### src/rtl/sram_like_arbiter_pkg.sv
// Shared types for the sram-like port arbiter.
//   state_e  : transaction phase (IDLE / ADDR / DATA)
//   owner_e  : which master currently owns the memory port
//   SZ_*     : sram-like size encodings
//   starve_cnt_w() : width of the starvation counter, never below 1 bit
package sram_arb_pkg;

   typedef enum logic [1:0] {
      IDLE = 2'd0,
      ADDR = 2'd1,
      DATA = 2'd2
   } state_e;

   typedef enum logic {
      OWN_INST = 1'b0,
      OWN_DATA = 1'b1
   } owner_e;

   localparam logic [1:0] SZ_BYTE = 2'd0;
   localparam logic [1:0] SZ_HALF = 2'd1;
   localparam logic [1:0] SZ_WORD = 2'd2;

   function automatic int starve_cnt_w(input int limit);
      return (limit < 1) ? 1 : $clog2(limit + 1);
   endfunction

endpackage

### src/rtl/sram_like_arbiter_if.sv
// One sram-like bus: request fields driven by the master, handshakes and
// read data driven by the slave.
//   req/wr/size/addr/wdata : request (master -> slave)
//   addr_ok/data_ok/rdata  : address accept, completion, read data (slave -> master)
interface sram_like_arbiter_if #(
   parameter int AW = 32,
   parameter int DW = 32
);
   logic          req;
   logic          wr;
   logic [1:0]    size;
   logic [AW-1:0] addr;
   logic [DW-1:0] wdata;
   logic          addr_ok;
   logic          data_ok;
   logic [DW-1:0] rdata;

   modport master (
      output req, wr, size, addr, wdata,
      input  addr_ok, data_ok, rdata
   );

   modport slave (
      input  req, wr, size, addr, wdata,
      output addr_ok, data_ok, rdata
   );
endinterface

### src/rtl/sram_like_arbiter_pick.sv
// Grant decision for the sram-like arbiter (combinational only).
//   inst_req, data_req : pending requests
//   starve_cnt         : consecutive data grants while inst waited (default build)
//   last_grant         : previous grant (SRAM_ARB_RR_EN build)
//   owner              : master to grant; OWN_DATA when nothing is pending
// Macro SRAM_ARB_RR_EN selects strict round-robin instead of data priority
// with a starvation limit.
module sram_arb_pick
   import sram_arb_pkg::*;
#(
   parameter int STARVE_LIMIT = 4,
   parameter int CW           = starve_cnt_w(STARVE_LIMIT)
) (
   input  logic          inst_req,
   input  logic          data_req,
`ifdef SRAM_ARB_RR_EN
   input  owner_e        last_grant,
`else
   input  logic [CW-1:0] starve_cnt,
`endif
   output owner_e        owner
);

   always_comb begin
      owner = OWN_DATA;
      if (inst_req && !data_req) begin
         owner = OWN_INST;
      end else if (inst_req && data_req) begin
`ifdef SRAM_ARB_RR_EN
         owner = (last_grant == OWN_DATA) ? OWN_INST : OWN_DATA;
`else
         if ((STARVE_LIMIT != 0) && (starve_cnt == CW'(STARVE_LIMIT))) begin
            owner = OWN_INST;
         end
`endif
      end
   end

endmodule

### src/rtl/sram_like_arbiter.sv
// Shares one sram-like memory port between the instruction-fetch and the
// data-access masters, one transaction outstanding at a time.
//   clk, rst : clock, asynchronous active-high reset
//   inst     : instruction master port (slave side of the bus)
//   data     : data master port (slave side of the bus)
//   mem      : downstream memory port (master side of the bus)
//   busy     : a transaction is in its address or data phase
// Macro SRAM_ARB_RR_EN: round-robin arbitration; when undefined, data wins
// with a starvation counter that forces inst after STARVE_LIMIT data grants.
//
// state | meaning
// IDLE  | no transaction; pending requests are arbitrated and the owner latched
// ADDR  | owner's request presented on mem, waiting for mem.addr_ok
// DATA  | address accepted, waiting for mem.data_ok
module sram_like_arbiter
   import sram_arb_pkg::*;
#(
   parameter int AW           = 32,
   parameter int DW           = 32,
   parameter int STARVE_LIMIT = 4
) (
   input  logic               clk,
   input  logic               rst,
   sram_like_arbiter_if.slave  inst,
   sram_like_arbiter_if.slave  data,
   sram_like_arbiter_if.master mem,
   output logic               busy
);

   localparam int CW = starve_cnt_w(STARVE_LIMIT);

   state_e        state;
   owner_e        owner;
   owner_e        pick;
   logic [DW-1:0] inst_rdata_q;
   logic [DW-1:0] data_rdata_q;
   logic          any_req;
   logic          own_req;
   logic          acc;
   logic          fin;

`ifdef SRAM_ARB_RR_EN
   owner_e        last_grant;
`else
   logic [CW-1:0] starve_cnt;
`endif

   assign any_req = inst.req | data.req;
   assign own_req = (owner == OWN_INST) ? inst.req : data.req;
   // mem.req is only raised in ADDR, so an addr_ok outside that window
   // (or after the owner withdrew) is ignored here.
   assign acc     = (state == ADDR) && own_req && mem.addr_ok;
   assign fin     = (state == DATA) && mem.data_ok;
   assign busy    = (state != IDLE);

   sram_arb_pick #(
      .STARVE_LIMIT (STARVE_LIMIT),
      .CW           (CW)
   ) u_pick (
      .inst_req   (inst.req),
      .data_req   (data.req),
`ifdef SRAM_ARB_RR_EN
      .last_grant (last_grant),
`else
      .starve_cnt (starve_cnt),
`endif
      .owner      (pick)
   );

   always_comb begin
      mem.req   = 1'b0;
      mem.wr    = 1'b0;
      mem.size  = 2'b00;
      mem.addr  = {AW{1'b0}};
      mem.wdata = {DW{1'b0}};
      if (state == ADDR) begin
         mem.req = own_req;
         if (owner == OWN_INST) begin
            mem.wr    = inst.wr;
            mem.size  = inst.size;
            mem.addr  = inst.addr;
            mem.wdata = inst.wdata;
         end else begin
            mem.wr    = data.wr;
            mem.size  = data.size;
            mem.addr  = data.addr;
            mem.wdata = data.wdata;
         end
      end
   end

   assign inst.addr_ok = acc && (owner == OWN_INST);
   assign data.addr_ok = acc && (owner == OWN_DATA);
   assign inst.data_ok = fin && (owner == OWN_INST);
   assign data.data_ok = fin && (owner == OWN_DATA);

   // Read data is visible in the data_ok cycle itself, then held by the
   // per-master capture register until that master's next completion.
   assign inst.rdata = (fin && (owner == OWN_INST)) ? mem.rdata : inst_rdata_q;
   assign data.rdata = (fin && (owner == OWN_DATA)) ? mem.rdata : data_rdata_q;

   always_ff @(posedge clk or posedge rst) begin
      if (rst) begin
         state        <= IDLE;
         owner        <= OWN_DATA;
         inst_rdata_q <= {DW{1'b0}};
         data_rdata_q <= {DW{1'b0}};
`ifdef SRAM_ARB_RR_EN
         last_grant   <= OWN_DATA;
`else
         starve_cnt   <= {CW{1'b0}};
`endif
      end else begin
         case (state)
            IDLE: begin
               if (any_req) begin
                  owner <= pick;
                  state <= ADDR;
`ifdef SRAM_ARB_RR_EN
                  last_grant <= pick;
`else
                  if ((pick == OWN_DATA) && inst.req) begin
                     if (starve_cnt != CW'(STARVE_LIMIT)) begin
                        starve_cnt <= starve_cnt + 1'b1;
                     end
                  end else begin
                     starve_cnt <= {CW{1'b0}};
                  end
`endif
               end
            end
            ADDR: begin
               // Owner withdrawing before acceptance is an abort: no handshake.
               if (!own_req) begin
                  state <= IDLE;
               end else if (mem.addr_ok) begin
                  state <= DATA;
               end
            end
            DATA: begin
               if (mem.data_ok) begin
                  state <= IDLE;
                  if (owner == OWN_INST) begin
                     inst_rdata_q <= mem.rdata;
                  end else begin
                     data_rdata_q <= mem.rdata;
                  end
               end
            end
            default: state <= IDLE;
         endcase
      end
   end

endmodule

### src/flat_wrapper.sv
// flat-port wrapper written by rule: the top's interface ports become plain ports
module sram_like_arbiter_flat import sram_arb_pkg::*;
#(
   parameter int AW           = 32,
   parameter int DW           = 32,
   parameter int STARVE_LIMIT = 4
)
  (clk, rst, busy, inst_req, inst_wr, inst_size, inst_addr, inst_wdata, inst_addr_ok, inst_data_ok, inst_rdata, data_req, data_wr, data_size, data_addr, data_wdata, data_addr_ok, data_data_ok, data_rdata, mem_req, mem_wr, mem_size, mem_addr, mem_wdata, mem_addr_ok, mem_data_ok, mem_rdata);
  sram_like_arbiter_if #(.AW(AW), .DW(DW)) inst_i ();
  sram_like_arbiter_if #(.AW(AW), .DW(DW)) data_i ();
  sram_like_arbiter_if #(.AW(AW), .DW(DW)) mem_i ();
  input  logic clk;
  input  logic rst;
  output logic busy;
  input wire logic [$bits(inst_i.req)-1:0] inst_req;
  input wire logic [$bits(inst_i.wr)-1:0] inst_wr;
  input wire logic [$bits(inst_i.size)-1:0] inst_size;
  input wire logic [$bits(inst_i.addr)-1:0] inst_addr;
  input wire logic [$bits(inst_i.wdata)-1:0] inst_wdata;
  output wire logic [$bits(inst_i.addr_ok)-1:0] inst_addr_ok;
  output wire logic [$bits(inst_i.data_ok)-1:0] inst_data_ok;
  output wire logic [$bits(inst_i.rdata)-1:0] inst_rdata;
  input wire logic [$bits(data_i.req)-1:0] data_req;
  input wire logic [$bits(data_i.wr)-1:0] data_wr;
  input wire logic [$bits(data_i.size)-1:0] data_size;
  input wire logic [$bits(data_i.addr)-1:0] data_addr;
  input wire logic [$bits(data_i.wdata)-1:0] data_wdata;
  output wire logic [$bits(data_i.addr_ok)-1:0] data_addr_ok;
  output wire logic [$bits(data_i.data_ok)-1:0] data_data_ok;
  output wire logic [$bits(data_i.rdata)-1:0] data_rdata;
  output wire logic [$bits(mem_i.req)-1:0] mem_req;
  output wire logic [$bits(mem_i.wr)-1:0] mem_wr;
  output wire logic [$bits(mem_i.size)-1:0] mem_size;
  output wire logic [$bits(mem_i.addr)-1:0] mem_addr;
  output wire logic [$bits(mem_i.wdata)-1:0] mem_wdata;
  input wire logic [$bits(mem_i.addr_ok)-1:0] mem_addr_ok;
  input wire logic [$bits(mem_i.data_ok)-1:0] mem_data_ok;
  input wire logic [$bits(mem_i.rdata)-1:0] mem_rdata;
  assign inst_i.req = inst_req;
  assign inst_i.wr = inst_wr;
  assign inst_i.size = inst_size;
  assign inst_i.addr = inst_addr;
  assign inst_i.wdata = inst_wdata;
  assign inst_addr_ok = inst_i.addr_ok;
  assign inst_data_ok = inst_i.data_ok;
  assign inst_rdata = inst_i.rdata;
  assign data_i.req = data_req;
  assign data_i.wr = data_wr;
  assign data_i.size = data_size;
  assign data_i.addr = data_addr;
  assign data_i.wdata = data_wdata;
  assign data_addr_ok = data_i.addr_ok;
  assign data_data_ok = data_i.data_ok;
  assign data_rdata = data_i.rdata;
  assign mem_req = mem_i.req;
  assign mem_wr = mem_i.wr;
  assign mem_size = mem_i.size;
  assign mem_addr = mem_i.addr;
  assign mem_wdata = mem_i.wdata;
  assign mem_i.addr_ok = mem_addr_ok;
  assign mem_i.data_ok = mem_data_ok;
  assign mem_i.rdata = mem_rdata;
  sram_like_arbiter #(.AW(AW), .DW(DW), .STARVE_LIMIT(STARVE_LIMIT)) u_core (.clk(clk), .rst(rst), .inst(inst_i), .data(data_i), .mem(mem_i), .busy(busy));
endmodule
### config.mk
export PLATFORM = sky130hd
export DESIGN_NAME = sram_like_arbiter_flat
export DESIGN_NICKNAME = d
export VERILOG_FILES = /design/src/rtl/sram_like_arbiter_pkg.sv /design/src/rtl/sram_like_arbiter_if.sv /design/src/rtl/sram_like_arbiter_pick.sv /design/src/rtl/sram_like_arbiter.sv /design/src/flat_wrapper.sv
export SDC_FILE = /design/constraint.sdc
export NUM_CORES = 1
export LEC_CHECK = 0
export CORE_ASPECT_RATIO = 2
export CORE_MARGIN = 5
export CORE_UTILIZATION = 33
export CTS_CLUSTER_DIAMETER = 200
export DETAILED_ROUTE_END_ITERATION = 7
export PLACE_DENSITY = 0.79
export SYNTH_ARGS = -nofsm -noshare
export SYNTH_HDL_FRONTEND = slang
export SYNTH_HIERARCHICAL = 1
export SYNTH_SLANG_ARGS = --single-unit
### constraint.sdc
create_clock -name clk -period 2 [get_ports clk]
set_input_delay 0.4 -clock clk [delete_from_list [all_inputs] [get_ports clk]]
set_output_delay 0.4 -clock clk [all_outputs]
set_load 0.01 [all_outputs]
==> flow_summary.yaml, run 1 <==
synth:
  yosysWarningCount: 6
  synth-edff-count: 0
  synth.distinct_cells: 31
  yosys.area.top_type_share: 0.383
  yosys.area.top_type: "dfrtp_1"
  syn_nets: 541
  synth_area_leaders: "dfrtp_1 38%, mux2_4 26%, mux2i_1 15%"
  syn_area_um2: 4510
  yosysMostFrequentCell: "mux2_4"
  ys.flop_type: "dfrtp_1"
  synthesis.instances: 367
  synth.ff_latch_count: 70
  async_reset_ff_frac: 1.00
  avgSynthCellArea_um2: 12.3
  ys_top_cells_by_count: "78 x mux2_4, 70 x nor2_1, 69 x dfrtp_1, 69 x mux2i_1, 19 x mux2_2"
  yosysSeqAreaShare: 0.389
global_route:
  first_global_vias: 4916
  grt_pass1_wl_um: 29700
  track_usage: 0.247
  grt_overflow: 0
  antenna_found_initial: 1
  grt_start_max_net_pins: 71
route:
  via_per_inst: 4.92
  vias: 4523
  drt-total-wl_um: 21300
  met1_length_um: 7880
  wl_met3_um: 1860
  wl_per_cell_um: 23.2
  drc: 0
  ant_nets: 0
  dr_wl_met2_um: 10900
  drt_pass1_iterations: 4
  highest_layer: "met4"
  drt_iter0_drc: 129
worst_setup_path:
  crit_buf_inv: 4
  crit_family: "flip-flops"
  critPathMaxStageDelay_ns: 0.66
  cp_common_cell: "buf_6"
  rrSetupSlack_ns: 0.06
  crit_chain: "nand4_1 > buf_6 > buf_6 > buf_6 > mux2_4 > buf_6"
  r2r-end: "u_core/data_rdata_q[10]"
  critPathArrivalTime_ns: 2.00
  crit_type: "flip-flop to output port"
  critPathLaunchType: "flip-flop"
  crit_start: "u_core/owner"
  worstPathRequired_ns: 1.60
  critPathMaxFanout: 6
  rr_startpoint: "u_core/owner"
  end_kind: "output port"
  rr_worst_depth: 6
  slowest_stage: "dfstp_4"
layout:
  finalInstanceArea_um2: 9100
  num-fill-cells: 1011
  fin_util: 0.677
  seqCellArea_um2: 1760
  fin_cells: 919
  areaGrowthSynthToFinish_pct: 102
  nNetsFinal: 932
  drive_gt1_frac: 0.516
  multi_input_area_um2: 2730
power:
  p_int_mw: 7.94
  netSwitchingPower_mw: 4.46
  power_density_nw_per_um2: 1360
  cellLeakagePower_nw: 4.59
  sw_frac_of_total: 0.360
  clkPwrFrac: 0.142
  seqPwrFrac: 0.197
  power_frac_comb: 0.660
  vdd_drop_max_uv: 653
timing:
  min_period_ns: 2.40
  tightest_slew_ns: 0.395
  finClkSkew_ns: 0.00853
  timing.fmax_ghz: 0.417
  period_share: 1.20
  setup_ws_ns: -0.399
  drv_slew: 0
  max_slew_margin: 0.737
  finalSetupViolCount: 135
  timing.hold.ws_ns: 0.506
  hold_viol: 0
  rsz0062_at_grt: "yes"
clocking:
  htree_levels: 3
  cts_sinks: 70
  clock_latency_ns: 0.34
  tritoncts: "yes"
  numCtsBuffers: 9
  cts_hold_buf: 0
  root_buffer: "clkbuf_16"
  clock_path_buffers: 2
  path_clk_slew_ns: 0.07
place:
  place_congestion: 0.820
  pre_cts_ws_ns: -0.873
  port_buffers: 308
  place_inst: 840
  dp_hpwl_um: 16100
  place_area_um2: 8010
job:
  cap_violations: 0
die:
  ios: 309
  start_util: 0.336
  rows: 60
  die_w_um: 92.7
  die_area_um2: 16300
  fp.coreArea_um2: 13400
  die_h_um: 175
hold_path:
  whs_path_depth: 1
  worst_hold_path_type: "flip-flop to flip-flop"
  min_to: "u_core/inst_rdata_q[26]"
  holdCritStartpoint: "u_core/inst_rdata_q[26]"
run_status:
  status: "complete, but fails checks"
  violations: "setup timing"
-- cell type report --
type / count / share of cell area
tap: 155 / 0.0213
clock inverter: 6 / 0.0103
antenna: 1 / 0.000275
sequential: 70 / 0.193
inverter: 8 / 0.00426
multi-input combinational: 262 / 0.300
timing repair buffer: 407 / 0.446
clock buffer: 10 / 0.0252
-- power by group through the flow --
stage	sequential, mW	clock [mW]	combinational [mW]
detailed placement	2.43	0	7.23
finish	2.45	1.77	8.18
global placement	2.39	0	7.07
CTS	2.42	1.78	7.47
global route	2.51	1.85	8.56
floorplan	2.30	0	3.47
-- stage by stage --
step | setup TNS (ns) | power [mW]
final | -36.01 | 12.4
after global routing | -43.63 | 12.9
after CTS | -42.08 | 11.7
after detailed placement | -69.31 | 9.65
after global placement | -63.33 | 9.46
after floorplan | 0 | 5.77
-- metal layers --
layer  vias to the layer above  GRT usage
met3                        33     0.0823
met4                         0      0.101
li1                       2057          -
met1                      2163      0.266
met2                       270      0.437
met5                         -          0
-- cells by family after synthesis --
group / share of synthesized area
flip-flops: 0.389
AND/OR/NAND/NOR: 0.0821
adder cells (fa/ha/maj): 0.00555
AO/OA/AOI/OAI: 0.0103
multiplexers: 0.460
buffers and inverters: 0.0535
-- registers in the layout (all words and copies together) (netlist names) --
| signal | cells |
|---|---|
| u_core/data_rdata_q | 32 |
| u_core/inst_rdata_q | 32 |
| u_core/owner | 1 |
| u_core/starve_cnt | 3 |
| u_core/state | 2 |
-- cell usage in the layout, fill, tap and decap left out, types with 5 or more instances in the layout --
cell type	Yosys	final
nor2_1	70	52
clkbuf_2	0	21
mux2i_1	69	48
buf_4	2	61
buf_8	0	6
buf_2	13	39
mux2i_2	0	17
clkbuf_16	0	15
mux2_2	19	16
dfrtp_1	69	69
buf_12	3	12
clkdlybuf4s50_1	0	170
nor2_2	0	16
buf_6	5	83
mux2_4	78	81
inv_1	8	5
-- worst max path at each step --
stage | to | depth (start not counted)
after floorplan | inst_rdata[0] | 4
after global placement | inst_rdata[30] | 5
after detailed placement | inst_rdata[31] | 5
after CTS | inst_rdata[31] | 7
after global routing | inst_rdata[29] | 6
final | data_rdata[13] | 6
-- what timing repair did --
item / CTS / global route
setup buffers: 40 / 18
gates resized for setup: 549 / 141
setup endpoints to repair: 137 / 136
pin swaps: 5 / 5
cloned: 6 / 6
Note: power is estimated with default switching activity, not from simulation.
==> inputs of run 2 (changes only) <==
--- a/config.mk
+++ b/config.mk
@@ -5,8 +5,6 @@
 export SDC_FILE = /design/constraint.sdc
 export NUM_CORES = 1
 export LEC_CHECK = 0
-export CORE_ASPECT_RATIO = 2
-export CORE_MARGIN = 5
 export CORE_UTILIZATION = 33
 export CTS_CLUSTER_DIAMETER = 200
 export DETAILED_ROUTE_END_ITERATION = 7
==> flow_summary.yaml, run 2 (same netlist as run 1, synthesis figures left out) <==
die:
  die_h_um: 119
  ios: 309
  die_w_um: 119
  rows: 42
  fp.coreArea_um2: 13300
  die_area_um2: 14100
  start_util: 0.339
layout:
  num-fill-cells: 902
  top_regs: "u_core/data_rdata_q: 32 flops, u_core/inst_rdata_q: 32 flops, u_core/starve_cnt: 3 flops"
  most-common-layout-cells: "171 x clkdlybuf4s50_1, 96 x buf_6, 81 x mux2_4"
  nNetsFinal: 955
  drive_gt1_frac: 0.513
  final_common_cell: "clkdlybuf4s50_1"
  areaGrowthSynthToFinish_pct: 108
  fin_util: 0.707
worst_setup_path:
  cp_common_cell: "buf_6"
  slowest_stage: "dfstp_4"
  critPathArrivalTime_ns: 2.07
  end_kind: "output port"
  critPathMaxStageDelay_ns: 0.65
  critPathMaxFanout: 4
  critPathLaunchType: "flip-flop"
  worstPathRequired_ns: 1.60
  crit_chain: "nand4_1 > buf_4 > clkbuf_16 > buf_6 > mux2_4 > buf_6"
  crit_type: "flip-flop to output port"
clocking:
  htree_levels: 3
  path_clk_slew_ns: 0.05
  cts_hold_buf: 0
  numCtsBuffers: 9
  root_buffer: "clkbuf_16"
  tritoncts: "yes"
  clock_path_buffers: 2
  clock_latency_ns: 0.33
  cts_sinks: 70
timing:
  setup_ws_ns: -0.470
  tightest_slew_ns: 0.360
  max_slew_margin: 0.760
  drv_slew: 0
  hold_viol: 0
  min_period_ns: 2.47
  finalSetupViolCount: 136
  finClkSkew_ns: 0.00637
  period_share: 1.24
  rsz0062_at_grt: "yes"
  timing.fmax_ghz: 0.405
global_route:
  grt_start_max_net_pins: 65
  antenna_found_initial: 1
  grt_pass1_wl_um: 28500
  grt_overflow: 0
  track_usage: 0.268
  first_global_vias: 4960
route:
  wl_per_cell_um: 20.2
  drt-total-wl_um: 19500
  ant_nets: 0
  vias: 4601
  drc: 0
  via_per_inst: 4.77
  drt_iter0_drc: 192
  drt_pass1_iterations: 4
place:
  port_buffers: 308
  dp_hpwl_um: 13000
  place_congestion: 0.869
hold_path:
  worst_hold_path_type: "input port to async pin"
power:
  power.total_mw: 12.6
  vdd_drop_max_uv: 598
  cellLeakagePower_nw: 4.79
  power_density_nw_per_um2: 1340
run_status:
  status: "complete, but fails checks"
  violations: "setup timing"
job:
  cap_violations: 0
## run 2: changes by cell type in the layout (fill, tap and decap cells not counted), sizes merged
cell	change
buf	+44
dlygate4sd2	-2
clkbuf	-19
clkinv	-1
dlymetal6s2s	+1
bufinv	-1
clkdlybuf4s50	+1
clkinvlp	-1
diode	+1
bufbuf	+1
## run 2: final cells by class
class | instances | area, um^2 | share of cell area
timing repair buffer | 430 | 4400 | 0.468
clock inverter | 3 | 40.0 | 0.00426
tap | 176 | 220 | 0.0234
inverter | 8 | 33.8 | 0.00360
multi-input combinational | 262 | 2660 | 0.283
sequential | 70 | 1760 | 0.187
antenna | 2 | 5.00 | 0.000533
clock buffer | 13 | 280 | 0.0298
## run 2: routing by layer
| layer | GRT usage | wire length, um | vias up |
|---|---|---|---|
| met4 | 0.0910 | 421 | 0 |
| li1 | - | - | 2110 |
| met3 | 0.0781 | 1440 | 31 |
| met5 | 0 | 0 | - |
| met2 | 0.490 | 10200 | 196 |
| met1 | 0.293 | 7400 | 2264 |
## run 2: worst paths after layout
path | startpoint | endpoint | slack [ns] | cells past startpoint
setup / recovery | u_core/owner | data_rdata[11] | -0.47 | 6
min in group clk | u_core/inst_rdata_q[14] | u_core/inst_rdata_q[14] | 0.50 | 1
hold / removal | rst | u_core/state[1] | 0.38 | 2
setup reg to reg | u_core/owner | u_core/data_rdata_q[9] | 0.03 | 7
hold reg to reg | u_core/inst_rdata_q[14] | u_core/inst_rdata_q[14] | 0.50 | 1
max in group asynchronous | rst | u_core/data_rdata_q[10] | 1.03 | 3
## run 2: repair_timing
item / 4_1_cts / 5_1_grt
resized for setup: 677 / 50
endpoints found under the setup margin: 137 / 145
setup buffers: 61 / 21
pin swaps: 10 / 12
gates cloned: 10 / 4
## run 2: where the power goes
| group | leakage (nW) | switching, mW | internal [mW] |
|---|---|---|---|
| Sequential | 0.887 | 0.360 | 2.09 |
| Clock | 0.162 | 0.592 | 1.10 |
| Combinational | 3.74 | 3.28 | 5.17 |
## run 2: stage by stage
stage / worst slack (ns) / instances / hold WS [ns] / TNS (ns) / cell area [um^2]
2_1_floorplan: 0.270 / 367 / 0.465 / 0 / 4520
3_3_place_gp: -0.777 / 860 / 0.483 / -65.32 / 8000
3_5_place_dp: -0.815 / 860 / 0.479 / -71.39 / 8000
4_1_cts: -0.515 / 944 / 0.335 / -45.73 / 9050
5_1_grt: -0.519 / 962 / 0.377 / -55.19 / 9390
6_report: -0.470 / 964 / 0.378 / -48.29 / 9390
## run 2: worst max-delay path, delay by kind of cell, from the launching register on
kind,cells,cell delay [ns]
multiplexers,1,0.29
flip-flops,1,0.65
buffers and inverters,4,0.61
AND/OR/NAND/NOR,1,0.19
==> inputs of run 3 (changes only) <==
--- a/config.mk
+++ b/config.mk
@@ -9,6 +9,7 @@
 export CTS_CLUSTER_DIAMETER = 200
 export DETAILED_ROUTE_END_ITERATION = 7
 export PLACE_DENSITY = 0.79
+export SLEW_MARGIN = 20
 export SYNTH_ARGS = -nofsm -noshare
 export SYNTH_HDL_FRONTEND = slang
 export SYNTH_HIERARCHICAL = 1
==> results of run 3 <==
No change in the layout: final DEF, timing and power equal those of run 2.
